[config.mk]
export PLATFORM = sky130hd
export DESIGN_NAME = even_parity_frame_rx_flat
export DESIGN_NICKNAME = d
export VERILOG_FILES = /design/src/rtl/even_parity_frame_rx_if.sv /design/src/rtl/even_parity_frame_rx.sv /design/src/flat_wrapper.sv
export SDC_FILE = /design/constraint.sdc
export NUM_CORES = 1
export LEC_CHECK = 0
export CORE_MARGIN = 2
export CORE_UTILIZATION = 58
export CTS_CLUSTER_DIAMETER = 100
export DETAILED_ROUTE_END_ITERATION = 10
export PLACE_DENSITY = 0.81
export SYNTH_ARGS = -nofsm -noshare
export SYNTH_HDL_FRONTEND = slang
export SYNTH_SLANG_ARGS = --single-unit
[constraint.sdc]
create_clock -name clk -period 5.4 [get_ports clk]
set_clock_uncertainty 0.2 [all_clocks]
set_input_delay 0.54 -clock clk [delete_from_list [all_inputs] [get_ports clk]]
set_output_delay 0.54 -clock clk [all_outputs]
set_load 0.005 [all_outputs]
[src/rtl/even_parity_frame_rx_if.sv]
// Parallel output side of the even-parity frame receiver: one received word,
// a valid/ready handshake, and single-cycle fault pulses.
interface even_parity_frame_rx_if;
  logic A;
  logic B;
  logic C;
  logic p;
  logic out_valid;
  logic out_ready;
  logic frame_err;
  logic overrun;

  modport master (
    output A, B, C, p, out_valid, frame_err, overrun,
    input  out_ready
  );

  modport slave (
    input  A, B, C, p, out_valid, frame_err, overrun,
    output out_ready
  );
endinterface

[src/rtl/even_parity_frame_rx.sv]
// Deserializes start/A/B/C/p/stop frames from sdi into a registered word with a
// valid/ready handshake. Parity is passed through; only framing faults are flagged.
module even_parity_frame_rx #(
  parameter int unsigned CLKS_PER_BIT = 4
) (
  input  logic                  clk,
  input  logic                  rst,
  input  logic                  sdi,
  even_parity_frame_rx_if.master bus
);

  localparam logic [7:0] HALF_M1 = 8'(CLKS_PER_BIT / 2 - 1);
  localparam logic [7:0] BIT_M1  = 8'(CLKS_PER_BIT - 1);

  typedef enum logic [2:0] {
    IDLE,
    START,
    DATA,
    PARITY,
    STOP,
    BREAK
  } state_t;

  state_t     state, state_n;
  logic [7:0] cnt, cnt_n;
  logic [1:0] idx, idx_n;
  logic [2:0] sh, sh_n;
  logic       par, par_n;
  logic       good, bad;

  logic [3:0] word_q;
  logic       valid_q;
  logic       ferr_q;
  logic       ovr_q;

  always_ff @(posedge clk) begin
    if (rst) begin
      state <= IDLE;
      cnt   <= '0;
      idx   <= '0;
      sh    <= '0;
      par   <= 1'b0;
    end else begin
      state <= state_n;
      cnt   <= cnt_n;
      idx   <= idx_n;
      sh    <= sh_n;
      par   <= par_n;
    end
  end

  // The counter counts edges since the last sample point, so a sample fires
  // when it reaches HALF_M1 (start check) or BIT_M1 (every later bit).
  always_comb begin
    state_n = state;
    cnt_n   = cnt + 8'd1;
    idx_n   = idx;
    sh_n    = sh;
    par_n   = par;
    good    = 1'b0;
    bad     = 1'b0;
    unique case (state)
      IDLE: begin
        cnt_n = '0;
        if (!sdi) state_n = START;
      end
      START: begin
        if (cnt == HALF_M1) begin
          cnt_n   = '0;
          idx_n   = '0;
          state_n = sdi ? IDLE : DATA;
        end
      end
      DATA: begin
        if (cnt == BIT_M1) begin
          cnt_n = '0;
          sh_n  = {sh[1:0], sdi};
          if (idx == 2'd2) begin
            idx_n   = '0;
            state_n = PARITY;
          end else begin
            idx_n = idx + 2'd1;
          end
        end
      end
      PARITY: begin
        if (cnt == BIT_M1) begin
          cnt_n   = '0;
          par_n   = sdi;
          state_n = STOP;
        end
      end
      STOP: begin
        if (cnt == BIT_M1) begin
          cnt_n = '0;
          if (sdi) begin
            good    = 1'b1;
            state_n = IDLE;
          end else begin
            bad     = 1'b1;
            state_n = BREAK;
          end
        end
      end
      BREAK: begin
        cnt_n = '0;
        if (sdi) state_n = IDLE;
      end
      default: begin
        state_n = IDLE;
        cnt_n   = '0;
      end
    endcase
  end

  // A commit with out_ready high transfers the old word and reloads in the
  // same edge, so out_valid never gaps.
  always_ff @(posedge clk) begin
    if (rst) begin
      word_q  <= '0;
      valid_q <= 1'b0;
      ferr_q  <= 1'b0;
      ovr_q   <= 1'b0;
    end else begin
      ferr_q <= bad;
      ovr_q  <= good && valid_q && !bus.out_ready;
      if (good && (!valid_q || bus.out_ready)) begin
        word_q  <= {sh, par};
        valid_q <= 1'b1;
      end else if (valid_q && bus.out_ready) begin
        valid_q <= 1'b0;
      end
    end
  end

  assign bus.A         = word_q[3];
  assign bus.B         = word_q[2];
  assign bus.C         = word_q[1];
  assign bus.p         = word_q[0];
  assign bus.out_valid = valid_q;
  assign bus.frame_err = ferr_q;
  assign bus.overrun   = ovr_q;

endmodule

[src/flat_wrapper.sv]
// flat-port wrapper written by rule: the top's interface ports become plain ports
module even_parity_frame_rx_flat 
#(
  parameter int unsigned CLKS_PER_BIT = 4
)
  (clk, rst, sdi, bus_A, bus_B, bus_C, bus_p, bus_out_valid, bus_frame_err, bus_overrun, bus_out_ready);
  even_parity_frame_rx_if bus_i ();
  input  logic clk;
  input  logic rst;
  input  logic sdi;
  output wire logic [$bits(bus_i.A)-1:0] bus_A;
  output wire logic [$bits(bus_i.B)-1:0] bus_B;
  output wire logic [$bits(bus_i.C)-1:0] bus_C;
  output wire logic [$bits(bus_i.p)-1:0] bus_p;
  output wire logic [$bits(bus_i.out_valid)-1:0] bus_out_valid;
  output wire logic [$bits(bus_i.frame_err)-1:0] bus_frame_err;
  output wire logic [$bits(bus_i.overrun)-1:0] bus_overrun;
  input wire logic [$bits(bus_i.out_ready)-1:0] bus_out_ready;
  assign bus_A = bus_i.A;
  assign bus_B = bus_i.B;
  assign bus_C = bus_i.C;
  assign bus_p = bus_i.p;
  assign bus_out_valid = bus_i.out_valid;
  assign bus_frame_err = bus_i.frame_err;
  assign bus_overrun = bus_i.overrun;
  assign bus_i.out_ready = bus_out_ready;
  even_parity_frame_rx #(.CLKS_PER_BIT(CLKS_PER_BIT)) u_core (.clk(clk), .rst(rst), .sdi(sdi), .bus(bus_i));
endmodule
# Yosys cells after proc, flatten, opt, wreduce, memory -nomap -nowiden
# Cells that the tools add are included.
dict set report word_totals {
  register_bits 24
}
dict set report op_classes {
  muxes 23
  addsub 2
  n_reduce_logical 16
  n_bitwise 2
  eq_ne 15
}
# cell count
set op_table {}
lappend op_table {{2-to-1 mux 3 bit} 8}
lappend op_table {{one-hot mux 3 bit (6 select lines)} 1}
lappend op_table {{2-to-1 mux 8 bit} 2}
lappend op_table {{one-hot mux 8 bit (2 select lines)} 1}
lappend op_table {{!= test 2 x 1 -> 1 bit (second input constant)} 5}
lappend op_table {{adder 8 x 1 -> 8 bit (second input constant)} 1}
lappend op_table {{equality test 8 x 1 -> 1 bit (second input constant)} 1}
lappend op_table {{equality test 8 x 2 -> 1 bit (second input constant)} 1}
lappend op_table {{2-to-1 mux 2 bit} 4}
lappend op_table {{AND reduction 7 bit} 1}
lappend op_table {{equality test 3 x 2 -> 1 bit (second input constant)} 2}
lappend op_table {{equality test 3 bit (second input constant)} 2}
lappend op_table {{2-to-1 mux 1 bit} 6}
lappend op_table {{OR reduction 3 bit} 2}
lappend op_table {{logical AND 1 bit} 4}
lappend op_table {{!= test 2 bit (second input constant)} 2}
lappend op_table {{one-hot mux 2 bit (2 select lines)} 1}
lappend op_table {{AND reduction 2 bit} 2}
lappend op_table {{nonzero test 2 bit} 2}
lappend op_table {{equality test 3 x 1 -> 1 bit (second input constant)} 1}
lappend op_table {{logical NOT 3 bit} 1}
lappend op_table {{AND reduction 3 bit} 1}
lappend op_table {{adder 2 x 1 -> 2 bit (second input constant)} 1}
lappend op_table {{equality test 2 bit (second input constant)} 1}
lappend op_table {{3 further kinds} 5}

# Longest topological paths before layout
# Gate-level depths: netlist of the first run.
dict set report depth {
  depth_word 5
  depth_mapped 6
  ltp_nobuf 6
}

# Least setup slack after synthesis of the first run
# Ideal clock, no wire load.
dict set report synth_path {
  kind {register -> register}
  from {register u_core.cnt[0]}
  to {register u_core.idx[1]}
  setup_slack_ps 3436
  stages_incl_launch_ff 6
  setup_ps 70
  arrival_ps 1693
  path_cell_list {dfxtp_1 -> ha_1 -> nor3b_2 -> nand4b_2 -> or3b_1 -> a21oi_1}
}
dict set report synth_via {
  elab_chain_len 3
  word_cells_on_any_way 5
  classes_between {eq/ne: 4; reduce/logical: 1}
}
# item line
set synth_lines {}
lappend synth_lines {{start, declared} even_parity_frame_rx.sv:25} ;# logic [7:0] cnt, cnt_n;
lappend synth_lines {{start signal, assigned} even_parity_frame_rx.sv:45} ;# cnt <= cnt_n;
lappend synth_lines {{equality test 8 x 2 -> 1 bit or equality test 8 x 1 -> 1 bit (tied branches)} {even_parity_frame_rx.sv:75, even_parity_frame_rx.sv:68}}
lappend synth_lines {{!= test 2 x 1 -> 1 bit (no source line)} --}
lappend synth_lines {{AND reduction 3 bit (no source line) *} --}
lappend synth_lines {{end signal, assigned} even_parity_frame_rx.sv:46} ;# idx <= idx_n;
lappend synth_lines {{end, declared} even_parity_frame_rx.sv:26} ;# logic [1:0] idx, idx_n;
# Every way passes the cells marked *; elsewhere a longest branch is shown, timed or not.
# A chain may end at the register's enable or synchronous reset.

# Final worst setup path of the first run
# Same ends and word-level chain as after synthesis.

==> results of run 1 <==
[through the flow]
step	hold slack, ns	instance area, um2
after floorplan	0.233	1110
after global placement	0.248	1220
after detailed placement	0.258	1220
after CTS	0.296	1250
after global routing	0.318	1250
final	0.287	1250
[sequential cells by signal (all words and copies together), names as in the netlist]
register	flops
u_core.idx	2
u_core.par	1
u_core.cnt	8
u_core.bus.out_valid	1
u_core.sh	3
u_core.bus.frame_err	1
u_core.state	3
u_core.word_q	4
u_core.bus.overrun	1
[cells by family after synthesis]
logic type / share of synthesized area
mux: 0.0724
flops: 0.434
compound gates: 0.118
simple gates: 0.285
fa+ha+maj: 0.0226
xor+xnor: 0.0475
buf+inv: 0.0204
[power by group]
part           switching, mW  total [mW]  internal, mW  leakage, nW
Sequential           0.00413       0.183         0.179        0.194
Combinational        0.00979      0.0183       0.00855        0.292
Clock                 0.0534      0.0948        0.0414       0.0210
[synthesized netlist by cell type, types with 2 or more instances]
master / n
or3b_2: 2
a21oi_1: 4
nand2b_1: 3
dfxtp_1: 24
xnor2_1: 4
nand4_1: 2
a31oi_1: 2
a211oi_1: 2
ha_1: 2
clkbuf_1: 4
o211ai_1: 3
o21ai_0: 3
nand3_1: 3
xor2_1: 2
nand2_1: 5
mux2i_1: 8
nor2_1: 24
[metal layers]
layer  part of all wire  up-vias  wire, um  track usage
met5                  0        -         0            0
met4              0.025        0        49        0.114
met3              0.027        5        53       0.0453
met2               0.47        8       930        0.324
met1               0.48      406       961        0.290
li1                   -      439         -            -
[final cells by class]
| type | count | area (um2) |
|---|---|---|
| clock buffer | 4 | 36.3 |
| fill | 149 | 509 |
| inverter | 1 | 3.75 |
| multi-input combinational | 89 | 603 |
| sequential | 24 | 480 |
| tap | 25 | 31.3 |
| timing repair buffer | 10 | 100 |
[worst max-delay path by stage]
stage | to | slack, ns | cells after the start
floorplan | u_core.idx[1] | 3.44 | 5
global placement | u_core.word_q[2] | 2.91 | 5
detailed placement | u_core.word_q[0] | 2.84 | 5
CTS | u_core.idx[1] | 3.12 | 5
global route | u_core.idx[1] | 3.00 | 5
finish | u_core.idx[1] | 3.12 | 5
==> flow_metrics.env, run 1 <==
export IMPL_setup_viol=0
export IMPL_hpwl_um=1440
export IMPL_finalMaxSlewViolations=0
export IMPL_drt_iter0_drc=11
export IMPL_worstPathCellList="ha_1 > nor3b_2 > nand4b_2 > or3b_1 > a21oi_1"
export IMPL_cts_setup_buffers=0
export IMPL_ant_nets=0
export IMPL_grt_pass1_wl_um=3340
export IMPL_syn_mean_instance_area_um2=9.29
export IMPL_syn_to_final_growth_pct=13.5
export IMPL_r2r_end="u_core.idx[1]"
export IMPL_syn_inst=119
export IMPL_clockBufferDepth=2
export IMPL_rsz0062_at_grt="false"
export IMPL_rows=15
export IMPL_power_density_mw_per_mm2=236
export IMPL_dpl_cell_count=149
export IMPL_path_clk_slew_ns=0.12
export IMPL_fin_ws_ns=3.12
export IMPL_hold_depth=1
export IMPL_timing_setup_tns_ns=0
export IMPL_numCtsBuffers=3
export IMPL_first_pass_iters=4
export IMPL_grt_use_total=0.215
export IMPL_portBuffers=10
export IMPL_synth_area_leaders="dfxtp_1 (43%), nor2_1 (8.1%), mux2i_1 (7.2%)"
export IMPL_root_buffer="clkbuf_4"
export IMPL_max_freq_mhz=438
export IMPL_crit_family="simple AND/OR/NAND/NOR gates"
export IMPL_netlist_area_mm2=0.00111
export IMPL_p_leak_nw=0.506
export IMPL_htree_levels=1
export IMPL_min_from="u_core.cnt[0]"
export IMPL_critPathKind="reg2reg"
export IMPL_grt_pass1_vias=780
export IMPL_period_share=0.423
export IMPL_required_ns=5.46
export IMPL_layout_common_cells="nor2_1 (24), dfxtp_1 (24), clkdlybuf4s50_1 (10)"
export IMPL_viasPerCell=5.61
export IMPL_crit_path_start_kind="flip-flop"
export IMPL_routed_wl_um=2000
export IMPL_max_stage_delay_ns=0.45
export IMPL_n_antenna_cell=0
export IMPL_critPathBufInv=0
export IMPL_io_pins=11
export IMPL_antenna_found_initial=0
export IMPL_cts_tree="built"
export IMPL_drc_errors=0
export IMPL_clk_latency_ns=0.32
export IMPL_cp_end_kind="flip-flop"
export IMPL_cts_resized=0
export IMPL_drive_above_1_share=0.102
export IMPL_final_util=0.711
export IMPL_yosys_most_used_dff="dfxtp_1"
export IMPL_r2r_start="u_core.cnt[0]"
export IMPL_hold_viol=0
export IMPL_ys_ff_latch=24
export IMPL_cts_sinks=24
export IMPL_die_area_mm2=0.00227
export IMPL_wl_per_cell_um=13.0
export IMPL_nets=135
export IMPL_pre_cts_slack_ns=2.84
export IMPL_ys_seq_area_frac=0.434
export IMPL_arrival_ns=2.34
export IMPL_place_congestion=0.819
export IMPL_synth_async_reset_ratio=0
export IMPL_fin_cells=153
export IMPL_hp_class="reg2reg"
export IMPL_run_status="complete, no violations"
export IMPL_core_mm2=0.00176
export IMPL_crit_fanout=7
export IMPL_tightest_slew_ns=0.630
export IMPL_hold_end="u_core.cnt[0]"
export IMPL_synth_cell_types=39
export IMPL_drv_cap=0
export IMPL_reg2reg_depth=5
export IMPL_die_width_um=47.7
export IMPL_peakVddDrop_uv=201
export IMPL_vias=858
export IMPL_start_util=0.627
export IMPL_period_needed_ns=2.28
export IMPL_yosys_warnings=0
export IMPL_grt_ovfl_total=0
export IMPL_max_slew_margin=0.579
export IMPL_grt_max_degree=19
export IMPL_cp_startpoint="u_core.cnt[0]"
export IMPL_die_height_um=47.7
export IMPL_synth_fp_nets=125
export IMPL_p_total_uw=296
export IMPL_cts_hold_buf=0
export IMPL_slowest_stage="nor3b_2"
export IMPL_synth_top_area_share=0.434
export IMPL_reg2reg_slack_ns=3.12
export IMPL_synth_edf_count=0
export IMPL_synth_top_cell_by_area="dfxtp_1"
No activity file was read; power rests on OpenSTA's default activity.
==> inputs of run 2 (changes only) <==
CORE_UTILIZATION = 54   (was 58)
PLACE_DENSITY = 0.76   (was 0.81)
clock period = 2.38 ns   (was 5.4 ns; I/O delays follow)
==> flow_metrics.env, run 2 (synthesis gave the netlist of run 1 again) <==
export IMPL_syn_to_final_growth_pct=16.5
export IMPL_grt_pass1_vias=866
export IMPL_first_pass_iters=4
export IMPL_tightest_slew_ns=0.486
export IMPL_rows=16
export IMPL_antenna_found_initial=0
export IMPL_cp_depth=4
export IMPL_p_int_uw=488
export IMPL_htree_levels=1
export IMPL_power_switching_uw=144
export IMPL_multi_input_area_um2=603
export IMPL_die_height_um=49.3
export IMPL_viasPerCell=5.58
export IMPL_largest_register_ffs=8
export IMPL_period_needed_ns=1.93
export IMPL_hp_class="reg2reg"
export IMPL_grt_ovfl_total=0
export IMPL_grt_busiest_layer="met2"
export IMPL_regMostFlops="u_core.cnt"
export IMPL_cts_tree="built"
export IMPL_place_congestion=0.865
export IMPL_drt_iter0_drc=14
export IMPL_fin_cells=160
export IMPL_p_sw_frac=0.227
export IMPL_cp_startpoint="u_core.state[2]"
export IMPL_required_ns=2.38
export IMPL_grt_pass1_wl_um=3670
export IMPL_pwr_share_comb=0.073
export IMPL_vias=892
export IMPL_hpwl_um=1610
export IMPL_dpl_cell_count=157
export IMPL_timing_setup_tns_ns=0
export IMPL_globalRouteMet2Util=0.318
export IMPL_portBuffers=10
export IMPL_n_antenna_cell=0
export IMPL_cp_end_kind="flip-flop"
export IMPL_clockBufferDepth=2
export IMPL_finalMaxSlewViolations=0
export IMPL_numCtsBuffers=3
export IMPL_io_pins=11
export IMPL_min_from="u_core.cnt[0]"
export IMPL_wl_per_cell_um=13.2
export IMPL_clk_latency_ns=0.31
export IMPL_drc_errors=0
export IMPL_critPathKind="reg2reg"
export IMPL_largestRegisters="u_core.cnt x8, u_core.word_q x4"
export IMPL_root_buffer="clkbuf_4"
export IMPL_regArea_um2=480
export IMPL_nets=141
export IMPL_reg2reg_slack_ns=0.45
export IMPL_drive_above_1_share=0.135
export IMPL_grt_use_met3=0.0368
export IMPL_hold_viol=0
export IMPL_rsz0062_at_grt="false"
export IMPL_p_seq_frac=0.656
export IMPL_r2r_start="u_core.state[2]"
export IMPL_fillCellCount=177
export IMPL_peakVddDrop_uv=350
export IMPL_max_stage_delay_ns=0.55
export IMPL_max_freq_mhz=518
export IMPL_period_share=0.810
export IMPL_crit_path_start_kind="flip-flop"
export IMPL_layout_common_cells="nor2_1 (24), dfxtp_1 (24), clkdlybuf4s50_1 (10)"
export IMPL_max_slew_margin=0.672
export IMPL_setup_viol=0
export IMPL_grt_use_total=0.195
export IMPL_ant_nets=0
export IMPL_crit_end="u_core.word_q[2]"
export IMPL_met1_usage=0.256
export IMPL_r2r_end="u_core.word_q[2]"
export IMPL_run_status="complete, no violations"
export IMPL_power_density_mw_per_mm2=490
export IMPL_cts_hold_buf=0
export IMPL_die_area_mm2=0.00243
export IMPL_grt_max_degree=15
export IMPL_cts_sinks=24
export IMPL_start_util=0.570
export IMPL_die_width_um=49.3
export IMPL_core_mm2=0.00194
export IMPL_slowest_stage="dfxtp_1"
export IMPL_crit_fanout=11
export IMPL_cts_setup_buffers=0
export IMPL_reg2reg_depth=4
export IMPL_critPathBufInv=0
export IMPL_p_clk_frac=0.271
export IMPL_path_clk_slew_ns=0.12
export IMPL_arrival_ns=1.93
export IMPL_worstPathCellList="nor4bb_1 > nand4_1 > mux2i_1 > nor2_1"
export IMPL_routed_wl_um=2110
export IMPL_p_leak_nw=0.527
export IMPL_crit_family="simple AND/OR/NAND/NOR gates"
export IMPL_cts_resized=0
export IMPL_drv_cap=0
run 2: cell count changes in the layout (fill, tap and decap cells not counted), sizes merged:
cell / change
clkbuf: -1
buf: +6
run 2: worst min path at each step:
| stage | to | slack [ns] | depth (start not counted) |
|---|---|---|---|
| global placement | u_core.cnt[0] | 0.25 | 1 |
| global route | u_core.cnt[0] | 0.30 | 1 |
| floorplan | u_core.bus.frame_err | 0.11 | 1 |
| finish | u_core.cnt[0] | 0.27 | 1 |
| CTS | u_core.cnt[0] | 0.28 | 1 |
| detailed placement | u_core.cnt[0] | 0.25 | 1 |
run 2: power groups by stage:
stage | registers [mW] | logic, mW | clock network (mW)
global placement | 0.423 | 0.0442 | 0
CTS | 0.415 | 0.0459 | 0.175
finish | 0.415 | 0.0462 | 0.171
detailed placement | 0.424 | 0.0458 | 0
floorplan | 0.418 | 0.0337 | 0
global route | 0.416 | 0.0515 | 0.195
run 2: through the flow:
step	setup slack (ns)	util	total power, mW	cell area, um2	hold WS [ns]
4_1_cts	0.447	0.664	0.636	1290	0.282
2_1_floorplan	0.416	-	0.452	1110	0.114
5_1_grt	0.230	0.664	0.662	1290	0.303
3_3_place_gp	0.366	0.652	0.467	1270	0.247
6_report	0.451	0.664	0.632	1290	0.275
3_5_place_dp	0.240	0.652	0.469	1270	0.253
run 2: final cells by class:
type / instances / area share
tap: 27 / 0.0262
multi-input combinational: 89 / 0.468
inverter: 1 / 0.00291
sequential: 24 / 0.373
clock buffer: 3 / 0.0175
timing repair buffer: 16 / 0.113
run 2: worst reg2reg max path, stage by stage (launching register included):
cell and delay, ns:
dfxtp_1 0.55, nor4bb_1 0.46, nand4_1 0.33, mux2i_1 0.23, nor2_1 0.05
run 2: per-layer routing:
layer,up-vias,part of all wire
met5,-,0
met4,0,0.014
met3,4,0.035
met2,18,0.47
met1,413,0.48
li1,457,-
==> inputs of run 3 (changes only) <==
CORE_UTILIZATION = 49   (was 54)
PLACE_DENSITY = 0.73   (was 0.76)
clock period = 1.7 ns   (was 2.38 ns; I/O delays follow)
==> flow_metrics.env, run 3 (synthesis gave the netlist of run 1 again) <==
export IMPL_syn_to_final_growth_pct=43.2
export IMPL_die_width_um=51.5
export IMPL_peakVddDrop_uv=548
export IMPL_die_height_um=51.5
export IMPL_power_switching_uw=237
export IMPL_nets=164
export IMPL_path_clk_slew_ns=0.14
export IMPL_root_buffer="clkbuf_4"
export IMPL_crit_end="u_core.state[1]"
export IMPL_violations="negative setup slack"
export IMPL_period_needed_ns=1.80
export IMPL_r2r_start="u_core.cnt[4]"
export IMPL_drc_errors=0
export IMPL_cp_startpoint="u_core.cnt[4]"
export IMPL_grt_use_total=0.219
export IMPL_grt_ovfl_total=0
export IMPL_setup_viol=15
export IMPL_htree_levels=1
export IMPL_portBuffers=10
export IMPL_regMostFlops="u_core.cnt"
export IMPL_grt_max_degree=15
export IMPL_largestRegisters="u_core.cnt x8, u_core.word_q x4"
export IMPL_clk_latency_ns=0.32
export IMPL_max_slew_margin=0.806
export IMPL_wl_per_cell_um=13.8
export IMPL_grt_pass1_vias=1014
export IMPL_timing_hold_ws_ns=0.318
export IMPL_r2r_end="u_core.state[1]"
export IMPL_rsz0062_at_grt="true"
export IMPL_cts_sinks=24
export IMPL_routed_wl_um=2550
export IMPL_critPathKind="reg2reg"
export IMPL_hp_class="reg2reg"
export IMPL_antenna_found_initial=0
export IMPL_place_congestion=0.903
export IMPL_largest_register_ffs=8
export IMPL_finalMaxSlewViolations=0
export IMPL_p_clk_frac=0.376
export IMPL_grt_pass1_wl_um=4260
export IMPL_arrival_ns=1.85
export IMPL_start_util=0.510
export IMPL_p_leak_nw=0.679
export IMPL_finalInstanceArea_mm2=0.00158
export IMPL_final_util=0.730
export IMPL_first_pass_iters=4
export IMPL_layout_common_cells="buf_4 (25), nor2_1 (20), dfxtp_1 (20)"
export IMPL_run_status="complete, but fails checks"
export IMPL_p_int_uw=866
export IMPL_viasPerCell=5.41
export IMPL_drv_cap=0
export IMPL_power_density_mw_per_mm2=697
export IMPL_crit_family="simple AND/OR/NAND/NOR gates"
export IMPL_pwr_share_comb=0.103
export IMPL_max_stage_delay_ns=0.53
export IMPL_crit_path_start_kind="flip-flop"
export IMPL_drt_iter0_drc=22
export IMPL_dpl_cell_area_mm2=0.00143
export IMPL_clockBufferDepth=2
export IMPL_cp_depth=4
export IMPL_final_common_cell="buf_4"
export IMPL_crit_fanout=2
export IMPL_max_freq_mhz=556
export IMPL_p_seq_frac=0.521
export IMPL_io_pins=11
export IMPL_critPathBufInv=0
export IMPL_slowest_stage="or4b_4"
export IMPL_rows=17
export IMPL_numCtsBuffers=3
export IMPL_reg2reg_slack_ns=-0.1
export IMPL_hold_viol=0
export IMPL_reg2reg_depth=4
export IMPL_required_ns=1.75
export IMPL_drive_above_1_share=0.363
export IMPL_vias=1000
export IMPL_core_mm2=0.00217
export IMPL_worstPathCellList="nor4_4 > nand3_2 > or4b_4 > a211oi_2"
export IMPL_fin_ws_ns=-0.0995
export IMPL_tightest_slew_ns=0.291
export IMPL_cp_end_kind="flip-flop"
export IMPL_period_share=1.06
export IMPL_n_antenna_cell=0
export IMPL_ant_nets=0
export IMPL_p_sw_frac=0.215
export IMPL_hpwl_um=1820
export IMPL_die_area_mm2=0.00265
export IMPL_cts_tree="built"
export IMPL_p_total_mw=1.10
-- run 3: per-layer routing --
layer	global-route usage	routed length, um
met2	0.389	1370
met5	0	0
met4	0.118	26
met3	0.0345	60
met1	0.250	1090
-- run 3: repair_timing --
| item | 4_1_cts | 5_1_grt |
|---|---|---|
| gates resized for setup | 9 | 10 |
| cloned | 0 | 0 |
| pin swaps | 8 | 10 |
| setup endpoints to repair | 15 | 21 |
| hold endpoints to repair | 0 | 0 |
| buffers inserted | 3 | 1 |
| hold buffers | 0 | 0 |
-- run 3: power by group through the flow --
stage | Clock (mW) | Sequential [mW] | Combinational (mW)
CTS | 0.420 | 0.576 | 0.102
floorplan | 0 | 0.586 | 0.0490
detailed placement | 0 | 0.587 | 0.0948
finish | 0.415 | 0.575 | 0.113
global route | 0.441 | 0.576 | 0.121
global placement | 0 | 0.587 | 0.0922
-- run 3: cell type report --
cell class                      count  area (um2)
Clock buffer                        3        22.5
Clock inverter                      1        30.0
Fill cell                         165         586
Inverter                            1        3.75
Multi-Input combinational cell     89         672
Sequential cell                    24         488
Tap cell                           28        35.0
Timing Repair Buffer               39         333
-- run 3: how the worst min path moves through the flow --
stage / startpoint / end / cells past startpoint
2_1_floorplan: sdi / u_core.bus.frame_err / 1
4_1_cts: bus_out_ready / u_core.bus.overrun / 3
3_3_place_gp: u_core.par / u_core.word_q[0] / 2
3_5_place_dp: u_core.par / u_core.par / 2
5_1_grt: bus_out_ready / u_core.bus.overrun / 3
6_report: u_core.par / u_core.par / 2
-- run 3: worst reg2reg max path: cells and delay by family (launching register included) --
kind	cells	cell delay (ns)
AO/OA/AOI/OAI	1	0.19
flip-flops	1	0.36
AND/OR/NAND/NOR	3	0.98
-- run 3: per-stage QoR --
stage,TNS [ns],worst slack (ns),cells
after floorplan,-0.530,-0.200,119
after global placement,-0.497,-0.110,177
after detailed placement,-0.785,-0.159,177
after CTS,-0.188,-0.0892,184
after global routing,-1.69,-0.125,185
final,-0.554,-0.0995,185
